### src/rtl/fifo_512_8.sv
`default_nettype none
// ============================================================================
//  Module   : fifo_512_8
//  Purpose  : Two-entry 512-bit word buffer unpacked to a FWFT byte stream.
//             Optional per-word byte length under macro FIFO_512_8_LEN_EN.
//  Revision : 1.0  initial release
// ============================================================================
module fifo_512_8 (
    input  logic         rst,
    input  logic         wr_clk,
    input  logic [511:0] din,
`ifdef FIFO_512_8_LEN_EN
    input  logic [6:0]   din_len,
`endif
    input  logic         wr_en,
    input  logic         rd_en,
    output logic         full,
    output logic         empty,
    output logic [7:0]   dout
);

    logic [511:0] mem_q [2];
    logic         head_q, head_d;
    logic         tail_q, tail_d;
    logic [1:0]   count_q, count_d;
    logic [5:0]   idx_q, idx_d;

    logic         w_wr;
    logic         w_rd;
    logic         w_last;
    logic         w_pop;
    logic [511:0] w_head_word;
    logic [8:0]   w_bit_ofs;

    assign full  = (count_q == 2'd2);
    assign empty = (count_q == 2'd0);

    assign w_wr = wr_en & ~full;
    assign w_rd = rd_en & ~empty;

`ifdef FIFO_512_8_LEN_EN
    logic [6:0] len_q [2];
    logic [6:0] w_len_norm;

    assign w_len_norm = ((din_len == 7'd0) || (din_len > 7'd64)) ? 7'd64 : din_len;
    assign w_last     = ({1'b0, idx_q} == (len_q[head_q] - 7'd1));

    always_ff @(posedge wr_clk) begin
        if (w_wr) begin
            len_q[tail_q] <= w_len_norm;
        end
    end
`else
    assign w_last = (idx_q == 6'd63);
`endif

    assign w_pop = w_rd & w_last;

    // Payload needs no reset: it is only observed while count is non-zero.
    always_ff @(posedge wr_clk) begin
        if (w_wr) begin
            mem_q[tail_q] <= din;
        end
    end

    always_comb begin
        head_d  = head_q;
        tail_d  = tail_q;
        idx_d   = idx_q;
        count_d = count_q + {1'b0, w_wr} - {1'b0, w_pop};
        if (w_wr) begin
            tail_d = ~tail_q;
        end
        if (w_pop) begin
            head_d = ~head_q;
            idx_d  = 6'd0;
        end else if (w_rd) begin
            idx_d  = idx_q + 6'd1;
        end
    end

    always_ff @(posedge wr_clk or posedge rst) begin
        if (rst) begin
            head_q  <= 1'b0;
            tail_q  <= 1'b0;
            count_q <= 2'd0;
            idx_q   <= 6'd0;
        end else begin
            head_q  <= head_d;
            tail_q  <= tail_d;
            count_q <= count_d;
            idx_q   <= idx_d;
        end
    end

    // Lane index counts down from the MSB (64*(7-lane) == 64*~lane); byte within lane counts up.
    assign w_head_word = mem_q[head_q];
    assign w_bit_ofs   = {~idx_q[5:3], idx_q[2:0], 3'b000};
    assign dout        = empty ? 8'd0 : w_head_word[w_bit_ofs +: 8];

endmodule
`default_nettype wire
### config.mk
export PLATFORM = sky130hd
export DESIGN_NAME = fifo_512_8
export DESIGN_NICKNAME = d
export VERILOG_FILES = /design/src/rtl/fifo_512_8.sv
export SDC_FILE = /design/constraint.sdc
export NUM_CORES = 1
export LEC_CHECK = 0
export CAP_MARGIN = 20
export CORE_UTILIZATION = 45
export DETAILED_ROUTE_END_ITERATION = 10
export GPL_ROUTABILITY_DRIVEN = 0
export GPL_TIMING_DRIVEN = 0
export PLACE_DENSITY = 0.78
export SYNTH_ARGS = -nofsm -noshare
export SYNTH_HDL_FRONTEND = slang
export SYNTH_SLANG_ARGS = --single-unit
export TNS_END_PERCENT = 1
### constraint.sdc
create_clock -name wr_clk -period 32.7 [get_ports wr_clk]
set_input_delay 4.905 -clock wr_clk [delete_from_list [all_inputs] [get_ports wr_clk]]
set_output_delay 4.905 -clock wr_clk [all_outputs]
set_load 0.005 [all_outputs]
; ---- Word level (Yosys, flattened, before mapping)
; Memory sizes are Yosys's and may differ from the RTL's.
; Cells that the tools add are included.
[op_classes]
reduce_logical = 2
eq_ne = 2
shifts = 1
add_sub_neg = 3
muxes = 5
n_bitwise = 8
[op_table]
columns = cell, count
row1 = variable part select 512 x 10 -> 8 bit, 1
row2 = two-way mux 6 bit, 2
row3 = two-way mux 8 bit, 1
row4 = "adder 6 x 1 -> 6 bit, second input constant", 1
row5 = "== test 6 bit, second input constant", 1
row6 = inverter 1 bit, 4
row7 = AND 1 bit, 3
row8 = inverter 3 bit, 1
row9 = adder 2 x 1 -> 2 bit, 1
row10 = "== test 2 bit, second input constant", 1
row11 = logical NOT 2 bit, 1
row12 = two-way mux 1 bit, 2
row13 = nonzero test 2 bit, 1
row14 = subtractor 2 x 1 -> 2 bit, 1
[word_totals]
ram_bits = 1024
inputBits = 516
mem_count = 1
regBits = 10
word_cells = 26
[memory_table]
columns = name, words, word_bits, rd, rd_ports_with_merged_regs, write_ports, line_no
row1 = mem_q, 2, 512, 1, 0, 1, 22  ; logic [511:0] mem_q [2];

; ---- Logic depth before layout (Yosys ltp)
; Gate-level depths: netlist of run 1.
[depth]
depth_word = 5
depth_mapped = 12
ltp_nobuf = 8

; ---- Least setup slack after synthesis of run 1
; Ideal clock, no wire load.
[synth_path]
path_kind = input port to flip-flop
start = in wr_en
end = mem mem_q[0][0], enable pin
required_ps = 31301
t_arrival_ps = 26173
n_path_buf = 0
setup_slack_ps = 5129
path_stages = 2
cell_sequence = nand2_1 > nor2_1
[synth_via]
elab_chain_cells = 3
[synth_rtl]
columns = item, line_no
row1 = start: declaration, 15  ; input logic wr_en,
row2 = AND 1 bit, 38  ; assign w_wr = wr_en & ~full;
row3 = two-way mux 1 bit, 61  ; if (w_wr) begin
row4 = two-way mux 1 bit (not written as such), 62  ; mem_q[tail_q] <= din;
row5 = end: declaration, 22
; No other way between the ends.

; ---- Worst setup path in the final report of run 1
[layout_path]
start = reg idx_q[1]
end = out dout[7]
[layout_via]
elab_chain_cells = 2
[layout_rtl]
columns = item, line_no
row1 = start: declaration, 26  ; logic [5:0] idx_q, idx_d;
row2 = start signal: assignment, 92  ; idx_q <= idx_d;
row3 = variable part select 512 x 10 -> 8 bit, 99  ; assign dout = empty ? 8'd0 : w_head_word[w_bit_ofs +: 8];
row4 = two-way mux 8 bit, 99
row5 = end: declaration, 19  ; output logic [7:0] dout
; No other way between the ends.

==> metrics.txt, run 1 <==
status=completed; Final Total Pwr=0.004255 W; sequential cell area fraction in the yosys report=between 70% and 80%; pin count of the biggest net entering global routing=72; hold endpoint=count_q[1]; Synth Instances=1945; Mapped Nets=roughly 2500; Initial Utilization=a little under half; Slew Limit Fails=0; total iterations of the first detailed-routing run=5; die area=0.09176 sq mm; min-delay worst type=reg2reg; Setup Viol. Count Final=0; Synth Register Bits=1034; CTS sink count=1034; Crit Path Max Fanout=10; Slowest-stage cell, CP=o311ai_0; buffers and inverters on the worst path=4; Clock Path Buffers=3; YS warnings=0; Lkg Pwr=roughly 16 nW; fillers=approximately 6500; Pwr Density=82.75 mW/mm^2; Vias=22305; minimum clock period=between 10000 and 15000 ps; CTS tree=built; worst r2r path cells=8; antenna violations before repair=35; slowest stage delay, CP=roughly 940 ps; cts repair resizes=0; total congestion overflow=0; worst path cell trace=buf_4 -> buf_2 -> clkbuf_1 -> and3_1 -> a211oi_1 -> o311ai_0 -> a221oi_1 -> a2111oi_1 -> clkdlybuf4s50_1; Area contributors post-synth=edfxtp_1 (75%), mux4_2 (6.2%), mux2i_1 (5.2%), mux4_1 (3.0%), a22oi_1 (1.1%); routed len/inst=between 30 and 40 um; max cap viols=0; Die H=approximately 300 um; PortBufs=525; Min-Delay Path Depth=1; clock buffer count from CTS=slightly above 100; min-delay src=count_q[1]; type of origin of the critical path=flip-flop; area grow syn2layout=26.17%; Max VDD drop=0.00005607 V; worst r2r src=idx_q[0]; slew at the pin closest to its max-slew limit=1177 ps; area fraction of the dominant cell type after synthesis=between 70% and 80%; hpwl dp=between 80000 and 90000 um; Worst EP arrival=5680 ps; Vias per Instance=around 5.7; Hold Buf Count CTS=0; GRT Overall Usage=around a quarter; nets=between 3000 and 4000; Antenna Nets Post-Route=0; delay-heaviest family, CP=buffers and inverters; Finished Layout Cells=3888; reg2reg end=idx_q[5]; Clock Tree Root=clkbuf_16; Register Area=between 0.03 and 0.04 sq mm; DRT Wirelength=~120000 um; Top FF cell, synth=edfxtp_1; Final Cycle Share=about a third; core area=about 0.09 sq mm; vias in the first global route=around 23000; remaining design rule violation count=0; CTS HTree Levels=3; Cell Rows=110; Post-synth EDFFs=1024; Cells after DPL=between 3000 and 4000; Yosys cell types=between 60 and 70; share of cells above drive strength 1=roughly 15%; mapped cell area=about 0.04 sq mm; Worst EP required=27790 ps; Worst slew margin=between 20 and 25%; first-pass GRT wire length=about 160000 um; post-CTS setup buffers=0; IO Pins=526; area leader, netlist=edfxtp_1; Synth async-reset ratio=0.9671%; worst skew pair latency=690 ps; CP endpoint kind=output port; RSZ-0062 raised after global routing=no; flop2flop setup slack=slightly below 30000 ps; CP Class=reg2out; Fin. Hold Viols=0; Mapped Avg Cell Area=20.95 sq um; Die W=a little over 300 um; clock skew=around 27 ps; 1st-iter DRT viols=around 2200; area of the multi-input gates=0.008618 sq mm; CTS clk-pin slew, worst paths=70 ps; f_max=94.44 MHz
## logic make-up (layout without fill, tap and decap cells)
group / Yosys count / after routing / share of synthesized area, %
flip-flops: 1034 / 1034 / 76.07
AO/OA/AOI/OAI: 224 / 224 / 4.302
adder cells (fa/ha/maj): 3 / 3 / 0.09212
AND/OR/NAND/NOR: 179 / 179 / 2.005
buffers and inverters: 122 / 862 / 2.806
XOR/XNOR: 6 / 6 / 0.1290
other: 0 / 27 / 0
multiplexers: 377 / 377 / 14.59
## cell usage after synthesis (4+ instances only)
cell type and count:
a21o_1 9, o21ai_0 10, a221oi_1 19, nor4_1 4
buf_6 15, buf_4 12, nand3_1 35, a221oi_2 11
nor3_1 8, mux4_1 46, a22oi_1 57, and3_1 8
buf_12 17, clkbuf_4 4, clkbuf_8 15, dfrtp_1 10
a2bb2oi_1 13, xnor2_1 5, nor2_1 19, a41oi_1 9
nor2b_1 4, a211oi_1 7, clkbuf_1 21, mux2_2 8
inv_1 8, buf_2 17, a2111oi_1 7, o21ai_1 14
mux2i_1 210, a31oi_1 4, nand2_1 83, edfxtp_1 1024
o221ai_1 15, buf_1 4, nand4_1 8, o2111ai_1 4
a21oi_1 24, mux4_2 113
## power by group
group          total (W)  switching [W]  internal (W)  leakage, nW
clock network    0.00114       0.000497      0.000642         1.57
logic            0.00124       0.000797      0.000439         5.16
registers        0.00188      0.0000721       0.00181         9.64
## metrics by stage
step	setup slack (ps)	hold slack [ps]	utilization [%]	setup TNS [ps]	area, sq um
after floorplan	5129	460.4	-	0	40750
after global placement	-5043	474.7	52.82	-2555440	47480
after detailed placement	22770	495.7	53.51	0	48090
after CTS	21980	505.9	57.13	0	51350
after global routing	21970	515.8	57.16	0	51370
final	22110	514.2	57.21	0	51410
## layout by cell type, fill, tap and decap left out, types with 15 or more instances in the layout
cell             synthesis  final
buf_2                   17     17
clkdlybuf4s50_1          0    525
nor2_1                  19     18
nand2_1                 83     83
mux2i_1                210    210
clkbuf_1                21     36
edfxtp_1              1024   1024
a221oi_1                19     19
mux4_2                 113    113
clkbuf_16                0    103
nand3_1                 35     35
mux4_1                  46     46
o221ai_1                15     15
buf_6                   15     15
clkbuf_8                15     15
a21oi_1                 24     24
clkinv_1                 0     31
buf_12                  17     33
a22oi_1                 57     57
diode_2                  0     27
## layer usage
| layer | GRT usage [%] | wire length [um] |
|---|---|---|
| met1 | 32.04 | 45260 |
| met2 | 43.39 | 59790 |
| met3 | 6.173 | 10140 |
| met4 | 8.650 | 3393 |
| met5 | 0 | 169 |
## area by class of cell
type	count	area share (%)
plain buffers	113	2.159
well taps	1176	2.862
flip-flops and latches	1034	60.30
clock inverters	70	1.202
diodes	27	0.1314
repair buffers	552	11.40
multi-input cells	789	16.76
inverters	9	0.06571
clock buffers	118	5.123
## state kept, by name (all words and copies together) (netlist names)
signal / count
mem_q: 1024
idx_q: 6
count_q: 2
head_q: 1
tail_q: 1
## how the worst max path moves through the flow
| stage | from | to | slack (ps) | cells past startpoint |
|---|---|---|---|---|
| after floorplan | wr_en | mem_q[0][0] | 5130 | 2 |
| after global placement | wr_en | mem_q[0][412] | -5040 | 3 |
| after detailed placement | idx_q[0] | dout[1] | 22770 | 10 |
| after CTS | idx_q[0] | dout[1] | 21980 | 10 |
| after global routing | idx_q[0] | dout[1] | 21970 | 10 |
| final | idx_q[1] | dout[7] | 22110 | 9 |
Note: power is estimated with default switching activity, not from simulation.
==> run 2, diff against run 1 <==
--- a/config.mk
+++ b/config.mk
@@ -10,7 +10,7 @@
 export DETAILED_ROUTE_END_ITERATION = 10
 export GPL_ROUTABILITY_DRIVEN = 0
 export GPL_TIMING_DRIVEN = 0
-export PLACE_DENSITY = 0.78
+export PLACE_DENSITY = 0.81
 export SYNTH_ARGS = -nofsm -noshare
 export SYNTH_HDL_FRONTEND = slang
 export SYNTH_SLANG_ARGS = --single-unit
==> constraint.sdc (replaced) <==
create_clock -name wr_clk -period 8.79 [get_ports wr_clk]
set_input_delay 1.3185 -clock wr_clk [delete_from_list [all_inputs] [get_ports wr_clk]]
set_output_delay 1.3185 -clock wr_clk [all_outputs]
set_load 0.005 [all_outputs]
==> run 2 against run 1 <==
Against the previous run: total power rose to 3.8 times the previous value; clock power rose to 4.0 times the previous value; critical path depth rose by 1; die area did not move; wire length rose by 2.5%; global-route usage rose by 0.50 points; flip-flop and latch count did not move; cell area rose by 0.55%; clock-buffer cell count fell by 4.
==> metrics.txt, run 2 (synthesized netlist as in run 1, its figures left out) <==
CTS HTree Levels=3 (unchanged); CP Class=reg2out; minimum clock period=between 6000 and 7000 ps; Placed Area=0.04808 sq mm (about the same); type of origin of the critical path=flip-flop; sum of negative setup slack=0 ps (unchanged); worst r2r path cells=9 (+1); first-pass GRT wire length=165100 um (+2.2%); CTS tree=built; Antenna Nets Post-Route=0 (unchanged); Final Cycle Share=approximately 79%; core area=0.08987 sq mm (unchanged); WL met3=11090 um (+9.4%); commonest cells after routing, fill and taps aside=edfxtp_1 (1024), clkdlybuf4s50_1 (525), mux2i_1 (210); Place WS=2612 ps (-20160 ps); Max VDD drop=0.0002070 V (+270%); Metal-1 WL=45650 um (+0.87%); post-CTS setup buffers=0 (unchanged); cts repair resizes=0 (unchanged); slew at the pin closest to its max-slew limit=1184 ps (+6.722 ps); Fin. Hold Viols=0 (unchanged); Cell Rows=110 (unchanged); CP Depth=10 (+1); CTS sink count=1034 (unchanged); hpwl dp=88120 um (+1.1%); Setup Viol. Count Final=0 (unchanged); clock skew=19.52 ps (-7.541 ps); status=completed; Slowest-stage cell, CP=o311ai_0; GRT Overall Usage=26.03% (+0.50 points); nets=3121 (+0.032%); Largest regs=mem_q x1024, idx_q x6, count_q x2; Worst EP required=7470 ps (-20320 ps); delay-heaviest family, CP=compound AO/OA/AOI/OAI gates; Die H=302.9 um (unchanged); area grow syn2layout=26.87%; f_max=between 100 and 150 MHz; slowest stage delay, CP=1010 ps (+70 ps); final core occ=57.52% (+0.32 points); DRT Wirelength=121700 um (+2.5%); Die W=302.9 um (unchanged); Pwr Density=313.0 mW/mm^2 (+280%); Initial Utilization=45.34% (unchanged); max reg flops=1024 (unchanged); Hold Buf Count CTS=0 (unchanged); CTS clk-pin slew, worst paths=60 ps (about the same); Reg with most FFs=mem_q; die area=0.09176 sq mm (unchanged); final setup margin=1811 ps (-20300 ps); Min-Delay Path Depth=1 (unchanged); Worst EP arrival=5660 ps (-20 ps); share of cells above drive strength 1=15.46% (+0.75 points); max cap viols=0 (unchanged); Worst path most repeated cell=buf_2; Clock Path Buffers=3 (unchanged); Slew Limit Fails=0 (unchanged); RSZ-0062 raised after global routing=no; routed wl met2=60660 um (+1.4%); buffers and inverters on the worst path=4 (unchanged); Crit Path Max Fanout=11 (+1); CP endpoint kind=output port; routed len/inst=31.21 um (+2.2%); 1st-iter DRT viols=2358 (+6.0%); antenna violations before repair=44 (+26%); pin count of the biggest net entering global routing=71 (-1.4%); Finished Cell Area=0.05170 sq mm (+0.55%); worst path cell trace=buf_2 -> buf_4 -> buf_2 -> nand3b_1 -> o221ai_1 -> a211oi_1 -> o311ai_0 -> a221oi_1 -> a2111oi_1 -> clkdlybuf4s50_1; PortBufs=525 (unchanged); IO Pins=526 (unchanged); Vias per Instance=5.799 (+1.1%); total congestion overflow=0 (unchanged); worst skew pair latency=680 ps (about the same); Clock Tree Root=clkbuf_16; DR top layer=met5; vias in the first global route=23366 (+0.85%); most common cell after layout, fill and taps aside=edfxtp_1; Worst slew margin=20.06% (-0.45 points); min-delay worst type=reg2reg; total iterations of the first detailed-routing run=7 (+2); remaining design rule violation count=0 (unchanged); Vias=22616 (+1.4%); clock buffer count from CTS=103 (+0.98%); Lkg Pwr=16.51 nW (+0.83%)
## run 2: changes by cell type in the layout (fill, tap and decap cells not counted), moves of 2 or more
cell,change
clkinv_2,+9
clkbuf_16,+4
clkbuf_1,-8
clkinv_8,-4
buf_16,-2
inv_6,+3
diode_2,+7
clkinv_1,-7
clkinvlp_4,+4
clkinv_4,-4
bufinv_16,+8
## run 2: path summary, 6_finish.rpt
check | slack, ps | start | to
worst max-delay path | 1810 | idx_q[0] | dout[3]
min in group asynchronous | 1070 | rst | count_q[1]
worst min register to register | 510 | count_q[1] | count_q[1]
max in group asynchronous | 7410 | rst | head_q
worst max register to register | 5630 | count_q[0] | mem_q[0][463]
worst min-delay path | 510 | count_q[1] | count_q[1]
## run 2: final cells by class
class	count	area, sq um
Fill cell	6444	38180
Buffer	113	1110
Antenna cell	34	85.08
Clock buffer	114	2704
Sequential cell	1034	31000
Timing Repair Buffer	552	5836
Multi-Input combinational cell	789	8635
Inverter	9	33.78
Tap cell	1176	1471
Clock inverter	79	824.5
## run 2: through the flow
step                cells  power, W  hold slack, ps
CTS                  3866   0.01624           510.0
global route         3886   0.01667           527.8
floorplan            1945  0.009642           460.4
finish               3900   0.01618           510.8
detailed placement   3673   0.01168           497.4
global placement     3646   0.01184           482.5
## run 2: per-layer routing
metal	global-route usage [%]	up-vias
met3	6.259	245
met4	10.74	34
met1	32.72	11573
met5	0	-
met2	43.35	1190
li1	-	9574
## run 2: worst reg2reg max path, cell delays in order, from the launching register on
cell      delay (ps)
dfrtp_1          360
nand2b_1         280
nand2_8           90
nor2_4           580
buf_12           290
buf_12           240
buf_12           240
buf_12           250
buf_12           260
buf_12           250
## run 2: where the power goes
group	switching (W)	internal [W]
combinational	0.00298	0.00163
sequential	0.000275	0.00672
clock	0.00188	0.00269
total	0.00514	0.0110
==> run 3, diff against run 2 <==
==> constraint.sdc (replaced) <==
create_clock -name wr_clk -period 5.64 [get_ports wr_clk]
set_input_delay 0.846 -clock wr_clk [delete_from_list [all_inputs] [get_ports wr_clk]]
set_output_delay 0.846 -clock wr_clk [all_outputs]
set_load 0.005 [all_outputs]
==> run 3 against run 2 <==
Against the previous run: critical path depth is 1 lower; final cell count about the same; largest cell class unchanged; largest power group unchanged; die area unchanged; sequential power is 56% higher; worst setup slack got worse by 1700 ps; cell area increased by 0.34%; first-iteration DRC count increased by 0.21%.
==> metrics.txt, run 3 (synthesized netlist as in run 1, its figures left out) <==
Max VDD drop=0.0003249 V (+57%); most common cell after layout, fill and taps aside=edfxtp_1; Pwr Density=489.8 mW/mm^2 (+56%); Vias per Instance=5.796 (about the same); DRT Wirelength=122100 um (+0.32%); Cell Rows=110 (unchanged); area grow syn2layout=27.30%; total iterations of the first detailed-routing run=5 (-2); CTS clk-pin slew, worst paths=60 ps (about the same); Fin. Hold Viols=0 (unchanged); Clock Path Buffers=3 (unchanged); minimum clock period=approximately 5600 ps; Worst EP arrival=4710 ps (-950 ps); core area=0.08987 sq mm (unchanged); Largest regs=mem_q x1024, idx_q x6, count_q x2; Worst EP required=4790 ps (-2680 ps); Final Cycle Share=around 98%; nets=3125 (+0.13%); Die H=302.9 um (unchanged); die area=0.09176 sq mm (unchanged); Crit Path Max Fanout=11 (unchanged); worst skew pair latency=680 ps (about the same); type of origin of the critical path=flip-flop; Initial Utilization=45.34% (unchanged); IO Pins=526 (unchanged); Clock Tree Root=clkbuf_16; Finished Cell Area=0.05187 sq mm (+0.34%); status=completed; vias in the first global route=23357 (-0.039%); PortBufs=525 (unchanged); remaining design rule violation count=0 (unchanged); slew at the pin closest to its max-slew limit=988.1 ps (-195.9 ps); hpwl dp=88120 um (unchanged); min-delay worst type=reg2reg; CP endpoint kind=output port; antenna violations before repair=44 (unchanged); Hold Buf Count CTS=0 (unchanged); max reg flops=1024 (unchanged); CTS tree=built; Setup Viol. Count Final=0 (unchanged); RSZ-0062 raised after global routing=yes; share of cells above drive strength 1=16.26% (+0.79 points); Die W=302.9 um (unchanged); routed len/inst=31.31 um (+0.29%); CTS sink count=1034 (unchanged); Vias=22610 (-0.027%); Placed Area=0.04808 sq mm (unchanged); total congestion overflow=0 (unchanged); 1st-iter DRT viols=2363 (+0.21%); first-pass GRT wire length=165400 um (+0.18%); pin count of the biggest net entering global routing=71 (unchanged); Worst slew margin=34.13% (+14 points); Antenna Nets Post-Route=0 (unchanged); f_max=around 180 MHz; commonest cells after routing, fill and taps aside=edfxtp_1 (1024), clkdlybuf4s50_1 (525), mux2i_1 (210); max cap viols=0 (unchanged); Lkg Pwr=16.59 nW (+0.47%); clock buffer count from CTS=103 (unchanged); GRT Overall Usage=26.09% (+0.060 points); Reg with most FFs=mem_q; worst hold slack=509.7 ps (-1.111 ps); CTS HTree Levels=3 (unchanged); Slew Limit Fails=0 (unchanged); clock skew=14.48 ps (-5.046 ps); CP Class=reg2out
[run 3: changes by cell type in the layout (fill, tap and decap cells not counted), moves of 2 or more]
| cell | before | now |
|---|---|---|
| diode_2 | 34 | 31 |
| a2111oi_2 | 0 | 2 |
| clkbuf_2 | 1 | 8 |
| a2111oi_1 | 7 | 5 |
| buf_4 | 12 | 19 |
| o311ai_2 | 0 | 2 |
| buf_2 | 17 | 14 |
| dlygate4sd1_1 | 3 | 1 |
| clkbuf_1 | 28 | 20 |
| a221oi_4 | 0 | 7 |
| a221oi_2 | 11 | 4 |
[run 3: through the flow]
step                utilization [%]  setup TNS, ps  std cells  worst slack [ps]  total power, W
CTS                           57.60              0       3870             62.19         0.02546
floorplan                         -       -2579570       1945             -3226         0.01503
global route                  57.69         -17.68       3891            -17.68         0.02618
finish                        57.72              0       3901             86.53         0.02541
detailed placement            53.50         -65.57       3673            -65.57         0.01820
global placement              52.85       -6353740       3646             -7286         0.01840
[run 3: final timing paths]
| check | startpoint | end | slack [ps] | cells past startpoint |
|---|---|---|---|---|
| setup / recovery | idx_q[1] | dout[5] | 90 | 9 |
| hold / removal | count_q[1] | count_q[1] | 510 | 1 |
| setup reg to reg | count_q[0] | mem_q[0][463] | 2480 | 9 |
| hold reg to reg | count_q[1] | count_q[1] | 510 | 1 |
| max in group asynchronous | rst | tail_q | 4740 | 2 |
| min in group asynchronous | rst | idx_q[4] | 590 | 2 |
[run 3: final cells by class]
class	count	area [sq um]
clock buffers	114	2704
clock inverters	79	824.5
fillers	6421	38000
repair buffers	556	5866
flip-flops and latches	1034	31000
inverters	9	33.78
well taps	1176	1471
plain buffers	113	1135
diodes	31	77.57
multi-input cells	789	8763
[run 3: power breakdown]
| part | switching [W] | internal (W) |
|---|---|---|
| combinational | 0.00473 | 0.00264 |
| sequential | 0.000430 | 0.0105 |
| clock | 0.00294 | 0.00419 |
| total | 0.00810 | 0.0173 |
[run 3: layer usage]
| layer | up-vias | wire length [um] | global-route usage, % |
|---|---|---|---|
| li1 | 9563 | - | - |
| met1 | 11603 | 46140 | 32.75 |
| met2 | 1163 | 60620 | 43.40 |
| met3 | 247 | 10850 | 6.402 |
| met4 | 34 | 4291 | 10.77 |
| met5 | - | 218 | 0 |
[run 3: repair_timing]
item | 4_1_cts | 5_1_grt
endpoints found under the hold margin | 0 | 0
pin swaps | 3 | 1
setup endpoints to repair | 8 | 4
resized for setup | 31 | 4
setup buffers | 4 | 0
[run 3: critical path, stage by stage (launching register included)]
cell	delay [ps]
dfrtp_1	500
buf_6	250
inv_2	270
clkbuf_2	450
clkbuf_1	600
nor2_1	110
o21ai_0	480
o21ai_1	110
a2111oi_1	550
clkdlybuf4s50_1	690
